File: src/rtl/pattern_pkg.sv
// Shared types and widths for the VGA pattern scheduler and its helpers.
package pattern_pkg;

  localparam int unsigned RGB_W        = 6;
  localparam int unsigned MAX_PATTERNS = 8;
  localparam int unsigned IDX_W        = 3;

  typedef enum logic {
    ST_SHOW  = 1'b0,
    ST_BLANK = 1'b1
  } state_t;

endpackage

File: src/rtl/btn_sync_edge.sv
// Two-flop synchroniser for an asynchronous push-button followed by a
// single-cycle rising-edge detector.
module btn_sync_edge (
  input  logic clk,
  input  logic rst,
  input  logic async_in,
  output logic edge_pulse
);

  logic sync1;
  logic sync2;
  logic sync2_d;

  always_ff @(posedge clk or posedge rst) begin
    if (rst) begin
      sync1   <= 1'b0;
      sync2   <= 1'b0;
      sync2_d <= 1'b0;
    end else begin
      sync1   <= async_in;
      sync2   <= sync1;
      sync2_d <= sync2;
    end
  end

  assign edge_pulse = sync2 & ~sync2_d;

endmodule

File: src/rtl/pattern_sequencer.sv
// Schedules which pattern generator is live, blanks between patterns and
// muxes the live generator's colour onto the display output.
module pattern_sequencer
  import pattern_pkg::*;
#(
  parameter int unsigned NUM_PATTERNS = 4,
  parameter int unsigned DWELL_FRAMES = 240,
  parameter int unsigned BLANK_FRAMES = 2
) (
  input  logic                          clk,
  input  logic                          rst,
  input  logic                          next_frame,
  input  logic                          active,
  input  logic                          btn_next,
  input  logic                          btn_mode,
  input  logic [RGB_W*NUM_PATTERNS-1:0] rgb_in,
  output logic [NUM_PATTERNS-1:0]       pattern_enable,
  output logic [RGB_W-1:0]              rgb_out,
  output logic [IDX_W-1:0]              pattern_idx,
  output logic                          auto_mode
);

  localparam int unsigned DW_W = (DWELL_FRAMES > 1) ? $clog2(DWELL_FRAMES) : 1;
  localparam int unsigned BW_W = (BLANK_FRAMES > 1) ? $clog2(BLANK_FRAMES) : 1;
  localparam logic [DW_W-1:0]  DWELL_LAST = DW_W'(DWELL_FRAMES - 1);
  localparam logic [BW_W-1:0]  BLANK_LAST = BW_W'(BLANK_FRAMES - 1);
  localparam logic [IDX_W-1:0] IDX_LAST   = IDX_W'(NUM_PATTERNS - 1);

  state_t                    state;
  state_t                    state_nxt;
  logic [IDX_W-1:0]          idx_nxt;
  logic [DW_W-1:0]           dwell_cnt;
  logic [DW_W-1:0]           dwell_nxt;
  logic [BW_W-1:0]           blank_cnt;
  logic [BW_W-1:0]           blank_nxt;
  logic                      auto_nxt;
  logic [NUM_PATTERNS-1:0]   enable_nxt;
  logic [RGB_W-1:0]          rgb_sel;
  logic [RGB_W-1:0]          rgb_nxt;
  logic                      next_edge;
  logic                      mode_edge;
  logic                      dwell_done;

  btn_sync_edge u_next_sync (
    .clk        (clk),
    .rst        (rst),
    .async_in   (btn_next),
    .edge_pulse (next_edge)
  );

  btn_sync_edge u_mode_sync (
    .clk        (clk),
    .rst        (rst),
    .async_in   (btn_mode),
    .edge_pulse (mode_edge)
  );

  // Select the live generator's colour slot.
  always_comb begin
    rgb_sel = '0;
    for (int i = 0; i < int'(NUM_PATTERNS); i++) begin
      if (pattern_idx == IDX_W'(i)) begin
        rgb_sel = rgb_in[i*RGB_W +: RGB_W];
      end
    end
  end

  always_ff @(posedge clk or posedge rst) begin
    if (rst) begin
      state          <= ST_SHOW;
      pattern_idx    <= '0;
      dwell_cnt      <= '0;
      blank_cnt      <= '0;
      auto_mode      <= 1'b1;
      pattern_enable <= NUM_PATTERNS'(1);
      rgb_out        <= '0;
    end else begin
      state          <= state_nxt;
      pattern_idx    <= idx_nxt;
      dwell_cnt      <= dwell_nxt;
      blank_cnt      <= blank_nxt;
      auto_mode      <= auto_nxt;
      pattern_enable <= enable_nxt;
      rgb_out        <= rgb_nxt;
    end
  end

  always_comb begin
    state_nxt  = state;
    idx_nxt    = pattern_idx;
    dwell_nxt  = dwell_cnt;
    blank_nxt  = blank_cnt;
    auto_nxt   = auto_mode;
    dwell_done = 1'b0;

    if (mode_edge) begin
      auto_nxt = ~auto_mode;
    end

    case (state)
      ST_SHOW: begin
        dwell_done = auto_mode && next_frame && (dwell_cnt == DWELL_LAST);
        if (!auto_mode) begin
          dwell_nxt = '0;
        end else if (next_frame) begin
          dwell_nxt = dwell_cnt + DW_W'(1);
        end
        // A button edge coinciding with dwell expiry still yields one step.
        if (next_edge || dwell_done) begin
          state_nxt = ST_BLANK;
          idx_nxt   = (pattern_idx == IDX_LAST) ? '0 : pattern_idx + IDX_W'(1);
          dwell_nxt = '0;
          blank_nxt = '0;
        end
      end
      ST_BLANK: begin
        if (next_frame) begin
          if (blank_cnt == BLANK_LAST) begin
            state_nxt = ST_SHOW;
            blank_nxt = '0;
          end else begin
            blank_nxt = blank_cnt + BW_W'(1);
          end
        end
      end
      default: begin
        state_nxt = ST_SHOW;
      end
    endcase

    if (mode_edge) begin
      dwell_nxt = '0;
    end

    enable_nxt = (state_nxt == ST_SHOW) ? (NUM_PATTERNS'(1) << idx_nxt) : '0;
    rgb_nxt    = ((state == ST_SHOW) && active) ? rgb_sel : '0;
  end

endmodule

File: config.mk
export PLATFORM = sky130hd
export DESIGN_NAME = pattern_sequencer
export DESIGN_NICKNAME = d
export VERILOG_FILES = /design/src/rtl/pattern_pkg.sv /design/src/rtl/btn_sync_edge.sv /design/src/rtl/pattern_sequencer.sv
export SDC_FILE = /design/constraint.sdc
export NUM_CORES = 1
export LEC_CHECK = 0
export CORE_MARGIN = 2
export CORE_UTILIZATION = 49
export CTS_BUF_LIST = sky130_fd_sc_hd__clkbuf_4 sky130_fd_sc_hd__clkbuf_8 sky130_fd_sc_hd__clkbuf_16
export CTS_CLUSTER_DIAMETER = 100
export DETAILED_ROUTE_END_ITERATION = 10
export PLACE_DENSITY_LB_ADDON = 0.15
export SYNTH_ARGS = -nofsm -noshare
export SYNTH_HDL_FRONTEND = slang
export SYNTH_SLANG_ARGS = --single-unit
File: constraint.sdc
create_clock -name clk -period 5.4 [get_ports clk]
set_clock_uncertainty 0.1 [all_clocks]
set_input_delay 0.81 -clock clk [delete_from_list [all_inputs] [get_ports clk]]
set_output_delay 0.81 -clock clk [all_outputs]
set_load 0.01 [all_outputs]
Word level (Yosys, flattened, before mapping)
Index checks and enable logic that the tools add are counted.
{"block": "classes", "shifts": 1, "reduce_logical": 7, "n_addsub": 3, "muxes": 22, "bitwise_logic": 6, "eq_ne": 8}
{"op": "$mux W8", "count": 5}
{"op": "$mux W6", "count": 5}
{"op": "$mux W3", "count": 3}
{"op": "$add A8 B1 Y8 const B", "count": 1}
{"op": "$eq A8 B8 Y1 const B", "count": 1}
{"op": "$eq A3 B2 Y1 const B", "count": 2}
{"op": "$mux W1", "count": 6}
{"op": "$mux W4", "count": 1}
{"op": "$ne A2 B2 Y1 const B", "count": 2}
{"op": "$ne A4 B2 Y1 const B", "count": 1}
{"op": "$not A1 Y1", "count": 4}
{"op": "$pmux W1 S2", "count": 2}
{"op": "$reduce_and A2 Y1", "count": 2}
{"op": "$shl A1 B3 Y4 const A", "count": 1}
{"op": "$add A3 B1 Y3 const B", "count": 1}
{"op": "$eq A3 B1 Y1 const B", "count": 1}
{"op": "$logic_and A1 B1 Y1", "count": 3}
{"op": "$logic_not A3 Y1", "count": 1}
{"op": "$and A1 B1 Y1", "count": 2}
{"op": "$ne A2 B1 Y1 const B", "count": 1}
{"op": "$add A1 B1 Y1 const B", "count": 1}
{"op": "$logic_or A1 B1 Y1", "count": 1}
{"block": "word_totals", "elab_cells": 60, "ff_bits": 30, "inputBits": 30, "out_inout_bits": 14}

Depth between registers and ports, before layout
Gate-level depths: netlist (run 1).
{"block": "logic_depth", "word_depth": 7, "depth_mapped": 7}

Hierarchy
From an unflattened synthesis (run 1), not the netlist that was laid out.
{"block": "hier_totals", "hier_cells": 155, "area_unflattened_um2": 1500.2}
{"mod": "pattern_sequencer", "area_per_inst_um2": 1315.0, "instances": 1, "seq_area_each_um2": 603.1, "cells_each": 145}
{"mod": "btn_sync_edge", "area_per_inst_um2": 92.6, "instances": 2, "seq_area_each_um2": 75.1, "cells_each": 5}

Least setup slack after synthesis (run 1)
OpenSTA, ideal clock, no wires.
{"block": "synth_timing", "path_type": "input to register", "from": "input next_frame", "to": "register pattern_enable[2]", "required_time_ns": 5.180, "setup_slack_ns": 3.251, "path_stages": 4, "n_path_buf": 0, "arrival_time_ns": 1.929, "setup_time_ns": 0.120, "path_cell_list": "nand4b_1 -> o31a_1 -> or4_4 -> and3b_1"}
{"block": "synth_via", "elab_chain_len": 7, "elab_cells_between_ends": 10, "classes_between": "shift (1); mux (6); reduce/logical (3)"}
{"element": "start, declared", "line": "pattern_sequencer.sv:12", "text": "input logic next_frame,"}
{"element": "$logic_and A1 B1 Y1 (2 in series)", "line": "pattern_sequencer.sv:102", "text": "dwell_done = auto_mode && next_frame && (dwell_cnt == DWELL_LAST);"}
{"element": "$logic_or A1 B1 Y1", "line": "pattern_sequencer.sv:109", "text": "if (next_edge || dwell_done) begin"}
{"element": "$mux W3", "line": "pattern_sequencer.sv:109"}
{"element": "$mux W3", "line": "pattern_sequencer.sv:100", "text": "case (state)"}
{"element": "$shl A1 B3 Y4", "line": "pattern_sequencer.sv:135", "text": "enable_nxt = (state_nxt == ST_SHOW) ? (NUM_PATTERNS'(1) << idx_nxt) : '0;"}
{"element": "$mux W4 (*)", "line": "pattern_sequencer.sv:135"}
{"element": "named net enable_nxt[2]", "line": "pattern_sequencer.sv:37", "text": "logic [NUM_PATTERNS-1:0] enable_nxt;"}
{"element": "end signal, assigned", "line": "pattern_sequencer.sv:83", "text": "pattern_enable <= enable_nxt;"}
{"element": "end, declared", "line": "pattern_sequencer.sv:17", "text": "output logic [NUM_PATTERNS-1:0] pattern_enable,"}
The timed path passes the listed nets; every way through them passes the cells marked *.
A chain may end at the register's enable or synchronous reset.

Worst setup path after layout (run 1)
Ends and elaborated chain as after synthesis.

==> impl_metrics.ini, run 1 <==
[global_route]
groute.usage.overall = 0.2109
globalRouteOverflowTotal = 0
grt_max_degree = 31
grt_first_pass_wirelength_um = 5575
first_global_vias = 1257
grt_antenna_before_repair = 0

[final_layout]
postLayoutCoreUtil = 0.6764
final_layout_size_suffix_gt1_frac = 0.08458
finalNetCount = 236
antennaDiodeCount = 0
finish.instance_area_um2 = 2048
area.growth.synth_to_final_pct = 32.55

[synthesis]
synth_fp_nets = 194
syn-cell-area_um2 = 1545
synth_enable_flop_cells = 0
ys_ff_latch = 30
yosys_warnings = 0
ys_top_cells_by_area = sky130_fd_sc_hd__dfrtp_1 45%, sky130_fd_sc_hd__a21oi_1 5.2%, sky130_fd_sc_hd__nand2_1 4.6%
synth_largest_area_cell = sky130_fd_sc_hd__dfrtp_1
synthTopCellsByCount = 28 x sky130_fd_sc_hd__dfrtp_1, 19 x sky130_fd_sc_hd__nand2_1, 16 x sky130_fd_sc_hd__a21oi_1
seq_area_frac_synth = 0.4874
synth_cells = 159
postSynthAreaPerCell_um2 = 9.718
share_of_yosys_cell_area_claimed_by_the_top_area_cell_type = 0.4534
asyncSetResetFlopFracSynth = 1.000
post-synth-top-count-cell = sky130_fd_sc_hd__dfrtp_1
synth-main-ff-cell = sky130_fd_sc_hd__dfrtp_1
yosysUniqueCellTypes = 41

[timing]
relSlewSlack = 0.2583
final_period_minus_worst_setup_slack_ns = 2.523
timing_hold_violations_final = 0
grt_setup_unrepaired = no
timing_worst_slew_pin_value_ns = 1.111
drv_slew = 0
post-route-period-util = 0.4672
fin_hold_ws_ns = 0.2586
finalSetupViolations = 0
tns_ns = 0
achievable-frequency_ghz = 0.3963

[place]
buffer_ports.inserted = 43
globalplace.congestion = 0.8621
placed_cell_areas_um2 = 2001
dp_hpwl_um = 2569

[critical_path]
worst_r2r_path_depth = 4
slowest_delay_ns = 0.59
critical_path_required_ns = 5.53
path_buf_inv = 1
timing.critical_path.to_type = register
worstSetupPathType = in2reg
timing.critical_path.depth = 5
critical-path-top-delay-family = simple AND/OR/NAND/NOR gates
critical_path.max_fanout = 6
startpoint_type = input pin
crit_chain = clkdlybuf4s50_1 > nand4b_1 > o31a_1 > or4_4 > and3b_1
crit_arrival_ns = 2.65
critical-path-slowest-cell = sky130_fd_sc_hd__clkdlybuf4s50_1

[clocking]
cts_root_buffer = sky130_fd_sc_hd__clkbuf_4
post_cts_resized = 0
tritoncts.num_buffers = 5
cts_h_tree_lvls = 2
numClockSinks = 30
clk_transition_reported_paths_ns = 0.09
post_cts_hold_buffer_count = 0
clockBufferDepth = 2
cts_setup_buffers = 0
cts_tree = yes
clock_latency_ns = 0.33

[floorplanning]
pin_count = 44
start_util = 0.5103
std_cell_rows = 20
core_area_um2 = 3028
die_w_um = 60.16
die_height_um = 60.16
die_area_um2 = 3619

[route]
routed_wire_length_per_instance_um = 14.41
drt_iter0_drc = 53
detail_route.drc_violations = 0
num_vias = 1345
finalWirelength_um = 3531
count_of_tritonroute_iterations_in_the_first_routing_pass = 4
detail-route-antenna-nets = 0
detail_route.vias_per_cell = 5.490

[worst_hold_path]
hold_path_depth = 0
worstHoldPathType = reg2reg

[pwr]
power_leakage_nw = 0.8168
power.ir.vdd_worst_mv = 0.1824
report.power.total_mw = 0.7781
power_per_cell_area_nw_per_um2 = 379.9

[job]
timing.max_cap.violations = 0

[status]
run_status = completed
worst reg2reg max path, stage by stage, from the launching register on:
cell and delay [ns]:
sky130_fd_sc_hd__dfrtp_1 0.38, sky130_fd_sc_hd__nor2b_1 0.27, sky130_fd_sc_hd__nor3b_1 0.74, sky130_fd_sc_hd__a41oi_1 0.25, sky130_fd_sc_hd__o21ba_2 0.28
final timing paths:
path                                   start           endpoint  slack, ns
min in group asynchronous                rst       dwell_cnt[4]       0.96
max                               next_frame  pattern_enable[2]       2.88
min                        u_next_sync.sync1  u_next_sync.sync2       0.26
max reg2reg                u_mode_sync.sync2       dwell_cnt[5]       3.34
max in group asynchronous                rst         rgb_out[2]       3.57
min reg2reg                u_next_sync.sync1  u_next_sync.sync2       0.26
state kept, by name, summed over array words and instances (netlist names):
signal	cells
u_next_sync.sync2_d	1
pattern_idx	3
u_mode_sync.sync2	1
u_next_sync.sync2	1
blank_cnt	1
rgb_out	6
state	1
pattern_enable	4
dwell_cnt	8
u_mode_sync.sync1	1
u_next_sync.sync1	1
u_mode_sync.sync2_d	1
auto_mode	1
per-layer routing:
layer	GRT usage	vias to the layer above	wire, µm
li1	-	663	-
met1	0.2452	634	1508
met2	0.3556	41	1729
met3	0.06061	7	238
met4	0.09841	0	55
met5	0	-	0
cells in the final DEF (no fill, tap or decap), drive strengths merged, types with 2 or more instances in the layout:
cell type	count
ha	5
nand4	2
and3b	2
xor2	2
clkbuf	5
o32ai	2
nand3	4
or3	2
inv	8
or4	2
a2bb2oi	2
o2111ai	3
nor2b	3
nand2	19
nand3b	7
o31a	2
nor2	5
a21oi	16
dfrtp	28
nor3	3
o21ai	8
or2	2
clkdlybuf4s50	43
o22ai	8
clkinv	2
dfstp	2
nand2b	2
cell type report:
type	instances	area (µm²)
timing repair buffer	43	430.4
fill	250	979.7
clock buffer	5	37.54
clock inverter	2	10.01
inverter	8	30.03
sequential	30	753.2
multi-input combinational	113	732.0
tap	44	55.05
metrics by stage:
stage / std cells / worst slack (ns)
after floorplan: 159 / 3.251
final: 245 / 2.877
after detailed placement: 238 / 2.542
after global placement: 238 / 2.601
after global routing: 245 / 2.763
after CTS: 245 / 2.893
power breakdown:
group	switching, mW	total (mW)	internal [mW]
logic	0.171	0.335	0.164
registers	0.0455	0.319	0.274
clock network	0.0767	0.123	0.0467
total	0.294	0.778	0.484
kinds of logic after synthesis:
logic type / count (synthesis) / synth area share
flip-flops: 30 / 0.4874
AND/OR/NAND/NOR: 56 / 0.2089
multiplexers: 1 / 0.006478
adder cells (fa/ha/maj): 5 / 0.04049
XOR/XNOR: 3 / 0.01701
AO/OA/AOI/OAI: 48 / 0.2008
buffers and inverters: 16 / 0.03887
(Power assumes the default switching activity.)
==> run 2: changes to the inputs <==
CORE_UTILIZATION = 42   (was 49)
clock period = 2.11 ns   (was 5.4 ns; I/O delays follow)
==> impl_metrics.ini, run 2 (same netlist as run 1, synthesis figures left out) <==
[critical_path]
worst_r2r_path_depth = 5
slowest_delay_ns = 0.51
slack_of_the_worst_reg_to_reg_path_ns = 0.08
crit-reg2reg-launch = dwell_cnt[0]
worstSetupPathType = reg2reg
timing.critical_path.to_type = register
critical-path-top-delay-family = simple AND/OR/NAND/NOR gates
crit_chain = ha_1 > nand3_4 > o31a_1 > or4_4 > and3b_1
path_buf_inv = 0
r2r-end = pattern_enable[2]
startpoint_type = register
critical-path-slowest-cell = sky130_fd_sc_hd__or4_4
crit_arrival_ns = 2.09
critical_path_required_ns = 2.17
critical_path.max_fanout = 7

[route]
finalWirelength_um = 3810
num_vias = 1420
count_of_tritonroute_iterations_in_the_first_routing_pass = 4
routed_wire_length_per_instance_um = 14.65
drt_iter0_drc = 86
detail_route.drc_violations = 0
detail-route-antenna-nets = 0
detail_route.vias_per_cell = 5.462

[timing]
relSlewSlack = 0.4075
worst_setup_slack_final_ns = 0.08168
timing_worst_slew_pin_value_ns = 0.8868
finalSetupViolations = 0
final_period_minus_worst_setup_slack_ns = 2.028
grt_setup_unrepaired = no
achievable-frequency_ghz = 0.4930
timing_hold_violations_final = 0
drv_slew = 0
post-route-period-util = 0.9613
tns_ns = 0

[clocking]
clk_transition_reported_paths_ns = 0.07
post_cts_resized = 0
cts_root_buffer = sky130_fd_sc_hd__clkbuf_8
tritoncts.num_buffers = 5
clock_latency_ns = 0.28
cts_setup_buffers = 0
post_cts_hold_buffer_count = 0
cts_h_tree_lvls = 2
clockBufferDepth = 2
cts_tree = yes
numClockSinks = 30

[global_route]
groute.usage.overall = 0.1988
grt_max_degree = 31
grt_first_pass_wirelength_um = 6444
globalRouteOverflowTotal = 0
first_global_vias = 1486
grt_antenna_before_repair = 0

[final_layout]
registers.top_by_ff_count = dwell_cnt
number_of_flip_flops_under_the_largest_register_name = 8
final_layout_size_suffix_gt1_frac = 0.1321
mostFrequentLayoutCell = sky130_fd_sc_hd__clkdlybuf4s50_1
mostFrequentLayoutCells = 43 x sky130_fd_sc_hd__clkdlybuf4s50_1, 28 x sky130_fd_sc_hd__dfrtp_1, 19 x sky130_fd_sc_hd__nand2_1, 16 x sky130_fd_sc_hd__a21oi_1, 10 x sky130_fd_sc_hd__buf_4
largest_registers = dwell_cnt (8), rgb_out (6), pattern_enable (4)
n_fill_cell = 328
antennaDiodeCount = 0
area.growth.synth_to_final_pct = 40.81
finalNetCount = 246

[place]
buffer_ports.inserted = 43
placement.setup.worst_slack_ns = -0.02730
dp_hpwl_um = 2907
globalplace.congestion = 0.8173

[pwr]
power_switching_share = 0.3588
power.ir.vdd_worst_mv = 0.5339
sequentialPowerShare = 0.371
cell_internal_pwr_mw = 1.422
power_frac_comb = 0.417
power_leakage_nw = 0.8799
power_per_cell_area_nw_per_um2 = 1019
switching_power_mw = 0.7958
clock_power_share = 0.212

[floorplanning]
die_w_um = 64.66
die_height_um = 64.66
std_cell_rows = 22
core_area_um2 = 3606
pin_count = 44
start_util = 0.4285
die_area_um2 = 4180

[job]
timing.max_cap.violations = 0

[worst_hold_path]
worstHoldPathType = reg2reg
hold_path_depth = 0
hold_end = u_mode_sync.sync2
hp-start = u_mode_sync.sync1

[status]
run_status = completed
[run 2: worst reg2reg max path: cells and delay by family (launching register included)]
| family | cells | cell delay [ns] |
|---|---|---|
| adders and majority gates | 1 | 0.26 |
| and+or+nand+nor | 3 | 0.83 |
| DFF | 1 | 0.40 |
| AOI/OAI and AO/OA | 1 | 0.33 |
[run 2: how the worst max path moves through the flow]
stage,start,end,slack (ns),depth (start not counted)
after global placement,next_frame,pattern_enable[2],0.0001,5
final,dwell_cnt[0],pattern_enable[2],0.08,5
after global routing,dwell_cnt[0],pattern_enable[2],0.02,5
after floorplan,dwell_cnt[0],pattern_enable[2],0.17,5
after detailed placement,next_frame,pattern_enable[2],-0.03,5
after CTS,dwell_cnt[0],pattern_enable[2],0.07,5
[run 2: metrics by stage]
step	hold slack [ns]	std cells	power (mW)	cell area (µm²)	util
5_1_grt	0.2721	260	2.365	2176	0.6034
6_report	0.2486	260	2.218	2176	0.6034
3_5_place_dp	0.2387	252	1.747	2081	0.5770
2_1_floorplan	0.2312	159	1.354	1545	-
4_1_cts	0.2532	260	2.232	2176	0.6034
3_3_place_gp	0.2329	252	1.717	2081	0.5770
[run 2: cell type report]
class                      count  area (µm²)  area share
sequential                    30       753.2      0.3462
clock inverter                 2       12.51    0.005750
multi-input combinational    113       732.0      0.3364
clock buffer                   6       82.58     0.03795
timing repair buffer          53       505.5      0.2323
inverter                       8       30.03     0.01380
tap                           48       60.06     0.02760
[run 2: per-layer routing]
layer	vias up	track usage	wire, µm
li1	681	-	-
met1	686	0.2394	1592
met2	45	0.3411	1958
met3	8	0.05382	184
met4	0	0.07181	74
met5	-	0	0
[run 2: power groups by stage]
| stage | logic (mW) | clock network [mW] | registers, mW |
|---|---|---|---|
| 2_1_floorplan | 0.525 | 0 | 0.829 |
| 3_3_place_gp | 0.890 | 0 | 0.826 |
| 3_5_place_dp | 0.918 | 0 | 0.829 |
| 4_1_cts | 0.927 | 0.484 | 0.821 |
| 5_1_grt | 1.02 | 0.506 | 0.839 |
| 6_report | 0.925 | 0.471 | 0.822 |
==> run 3: changes to the inputs <==
CAP_MARGIN = 20   (was unset)
MAX_ROUTING_LAYER = met4   (was unset)
SYNTH_HIERARCHICAL = 1   (was unset)
==> impl_metrics.ini, run 3 <==
[global_route]
grt-busiest-layer = met2
grt_max_degree = 19
first_global_vias = 1317
met1_usage = 0.2290
grt_first_pass_wirelength_um = 5934
grt_util_met2 = 0.3158
grt_antenna_before_repair = 0
groute.usage.overall = 0.1973
globalRouteOverflowTotal = 0
grtUsageMet3 = 0.06162

[route]
num_vias = 1323
detail_route.drc_violations = 0
count_of_tritonroute_iterations_in_the_first_routing_pass = 4
routed_wire_length_per_instance_um = 13.93
drt_iter0_drc = 46
detail_route.vias_per_cell = 5.292
detail-route-antenna-nets = 0
finalWirelength_um = 3482

[synthesis]
synth_fp_nets = 190
yosysUniqueCellTypes = 34
yosys_warnings = 6
ys_top_cells_by_area = sky130_fd_sc_hd__dfrtp_1 47%, sky130_fd_sc_hd__a21oi_1 6.7%, sky130_fd_sc_hd__nand2_1 4.5%
ys_ff_latch = 30
asyncSetResetFlopFracSynth = 1.000
syn-cell-area_um2 = 1500
post-synth-top-count-cell = sky130_fd_sc_hd__dfrtp_1
synth_enable_flop_cells = 0
seq_area_frac_synth = 0.5021
synthTopCellsByCount = 28 x sky130_fd_sc_hd__dfrtp_1, 20 x sky130_fd_sc_hd__a21oi_1, 18 x sky130_fd_sc_hd__nand2_1, 10 x sky130_fd_sc_hd__inv_1
share_of_yosys_cell_area_claimed_by_the_top_area_cell_type = 0.4671
synth_cells = 155
postSynthAreaPerCell_um2 = 9.679
synth-main-ff-cell = sky130_fd_sc_hd__dfrtp_1
synth_largest_area_cell = sky130_fd_sc_hd__dfrtp_1

[clocking]
cts_tree = yes
clock_latency_ns = 0.33
post_cts_hold_buffer_count = 0
clockBufferDepth = 2
clk_transition_reported_paths_ns = 0.10
tritoncts.num_buffers = 5
numClockSinks = 30
cts_root_buffer = sky130_fd_sc_hd__clkbuf_4
cts_setup_buffers = 0
cts_h_tree_lvls = 2
post_cts_resized = 0

[critical_path]
crit_arrival_ns = 2.18
critical_path.max_fanout = 6
slack_of_the_worst_reg_to_reg_path_ns = 0.06
critical_path_required_ns = 2.24
worstSetupPathType = reg2reg
crit_path_end = pattern_enable[2]
crit-reg2reg-launch = dwell_cnt[0]
worst_r2r_path_depth = 5
timing.critical_path.to_type = register
startpoint = dwell_cnt[0]
startpoint_type = register
r2r-end = pattern_enable[2]

[timing]
final_period_minus_worst_setup_slack_ns = 2.051
achievable-frequency_ghz = 0.4876
finalSetupViolations = 0
drv_slew = 0
grt_setup_unrepaired = yes
tns_ns = 0
post-route-period-util = 0.9720
timing_hold_violations_final = 0
timing_worst_slew_pin_value_ns = 0.4533
relSlewSlack = 0.6939
fin_hold_ws_ns = 0.1524

[floorplanning]
start_util = 0.4426
die_height_um = 63.77
die_w_um = 63.77
die_area_um2 = 4066
core_area_um2 = 3390
std_cell_rows = 21
pin_count = 44

[pwr]
power_per_cell_area_nw_per_um2 = 1064
report.power.total_mw = 2.202
power.ir.vdd_worst_mv = 0.5444
power_leakage_nw = 0.8911

[final_layout]
area.growth.synth_to_final_pct = 38.03
mostFrequentLayoutCells = 43 x sky130_fd_sc_hd__clkdlybuf4s50_1, 28 x sky130_fd_sc_hd__dfrtp_1, 20 x sky130_fd_sc_hd__a21oi_1, 18 x sky130_fd_sc_hd__nand2_1, 10 x sky130_fd_sc_hd__inv_1
mostFrequentLayoutCell = sky130_fd_sc_hd__clkdlybuf4s50_1
final_layout_size_suffix_gt1_frac = 0.08333
largest_registers = dwell_cnt (8), rgb_out (6), pattern_enable (4)
number_of_flip_flops_under_the_largest_register_name = 8
antennaDiodeCount = 0
instances_no_fill = 250
n_fill_cell = 284
multi_input_comb_area_um2 = 684.4
ff_latch_area_um2 = 753.2
registers.top_by_ff_count = dwell_cnt
finalNetCount = 238

[place]
buffer_ports.inserted = 43
globalplace.congestion = 0.8652
dp_hpwl_um = 2658
placed_cells = 242

[status]
run_status = completed

[worst_hold_path]
worstHoldPathType = in2async

[job]
timing.max_cap.violations = 0
## run 3: cell types whose count changed in the layout (fill, tap and decap cells not counted), sizes merged, moves of 3 or more
cell     delta
o2111ai     -3
buf         -6
a21oi       +4
nor4        +4
## run 3: worst min-delay path by stage
stage,start,to,slack (ns),cells past startpoint
final,rst,u_next_sync/sync2_d,0.15,2
after global routing,rst,u_next_sync/sync2_d,0.15,2
after CTS,rst,u_next_sync/sync2_d,0.14,2
after detailed placement,u_next_sync/sync1,u_next_sync/sync2,0.24,0
after global placement,u_next_sync/sync1,u_next_sync/sync2,0.24,0
after floorplan,rst,u_mode_sync/sync1,-0.03,1
## run 3: critical path: stages, from the launching register on
cell and delay [ns]:
sky130_fd_sc_hd__dfrtp_1 0.44, sky130_fd_sc_hd__ha_1 0.24, sky130_fd_sc_hd__and4b_1 0.23, sky130_fd_sc_hd__a31oi_1 0.41, sky130_fd_sc_hd__a21oi_1 0.23, sky130_fd_sc_hd__nor4_1 0.30
## run 3: metrics by stage
| stage | setup WS (ns) | instance area, µm² | utilization |
|---|---|---|---|
| 2_1_floorplan | 0.1797 | 1500 | - |
| 4_1_cts | 0.09643 | 2071 | 0.6109 |
| 3_5_place_dp | -0.02464 | 1993 | 0.5880 |
| 6_report | 0.05904 | 2071 | 0.6109 |
| 3_3_place_gp | 0.1323 | 1993 | 0.5880 |
| 5_1_grt | -0.009988 | 2071 | 0.6109 |
## run 3: cell type report
| cell class | count | area share |
|---|---|---|
| Clock buffer | 5 | 0.01813 |
| Multi-Input combinational cell | 109 | 0.3305 |
| Sequential cell | 30 | 0.3637 |
| Clock inverter | 3 | 0.01934 |
| Inverter | 10 | 0.01813 |
| Tap cell | 46 | 0.02779 |
| Timing Repair Buffer | 47 | 0.2224 |
## run 3: per-layer routing
metal	wire, µm	vias up
met2	1670	41
li1	-	660
met5	0	-
met3	228	5
met4	60	0
met1	1523	617
## run 3: where the power goes
part           internal, mW  total, mW  switching, mW
Combinational         0.446      0.937          0.490
Sequential            0.705      0.829          0.124
Clock                 0.245      0.437          0.191
## run 3: logic make-up (layout without fill, tap and decap cells)
| logic type | count (synthesis) | count (layout) | share of synthesized area |
|---|---|---|---|
| AO/OA/AOI/OAI | 44 | 44 | 0.1752 |
| XOR/XNOR | 2 | 2 | 0.01168 |
| adder cells (fa/ha/maj) | 5 | 5 | 0.04170 |
| buffers and inverters | 16 | 65 | 0.04170 |
| flip-flops | 30 | 30 | 0.5021 |
| multiplexers | 1 | 1 | 0.006672 |
| AND/OR/NAND/NOR | 57 | 57 | 0.2210 |
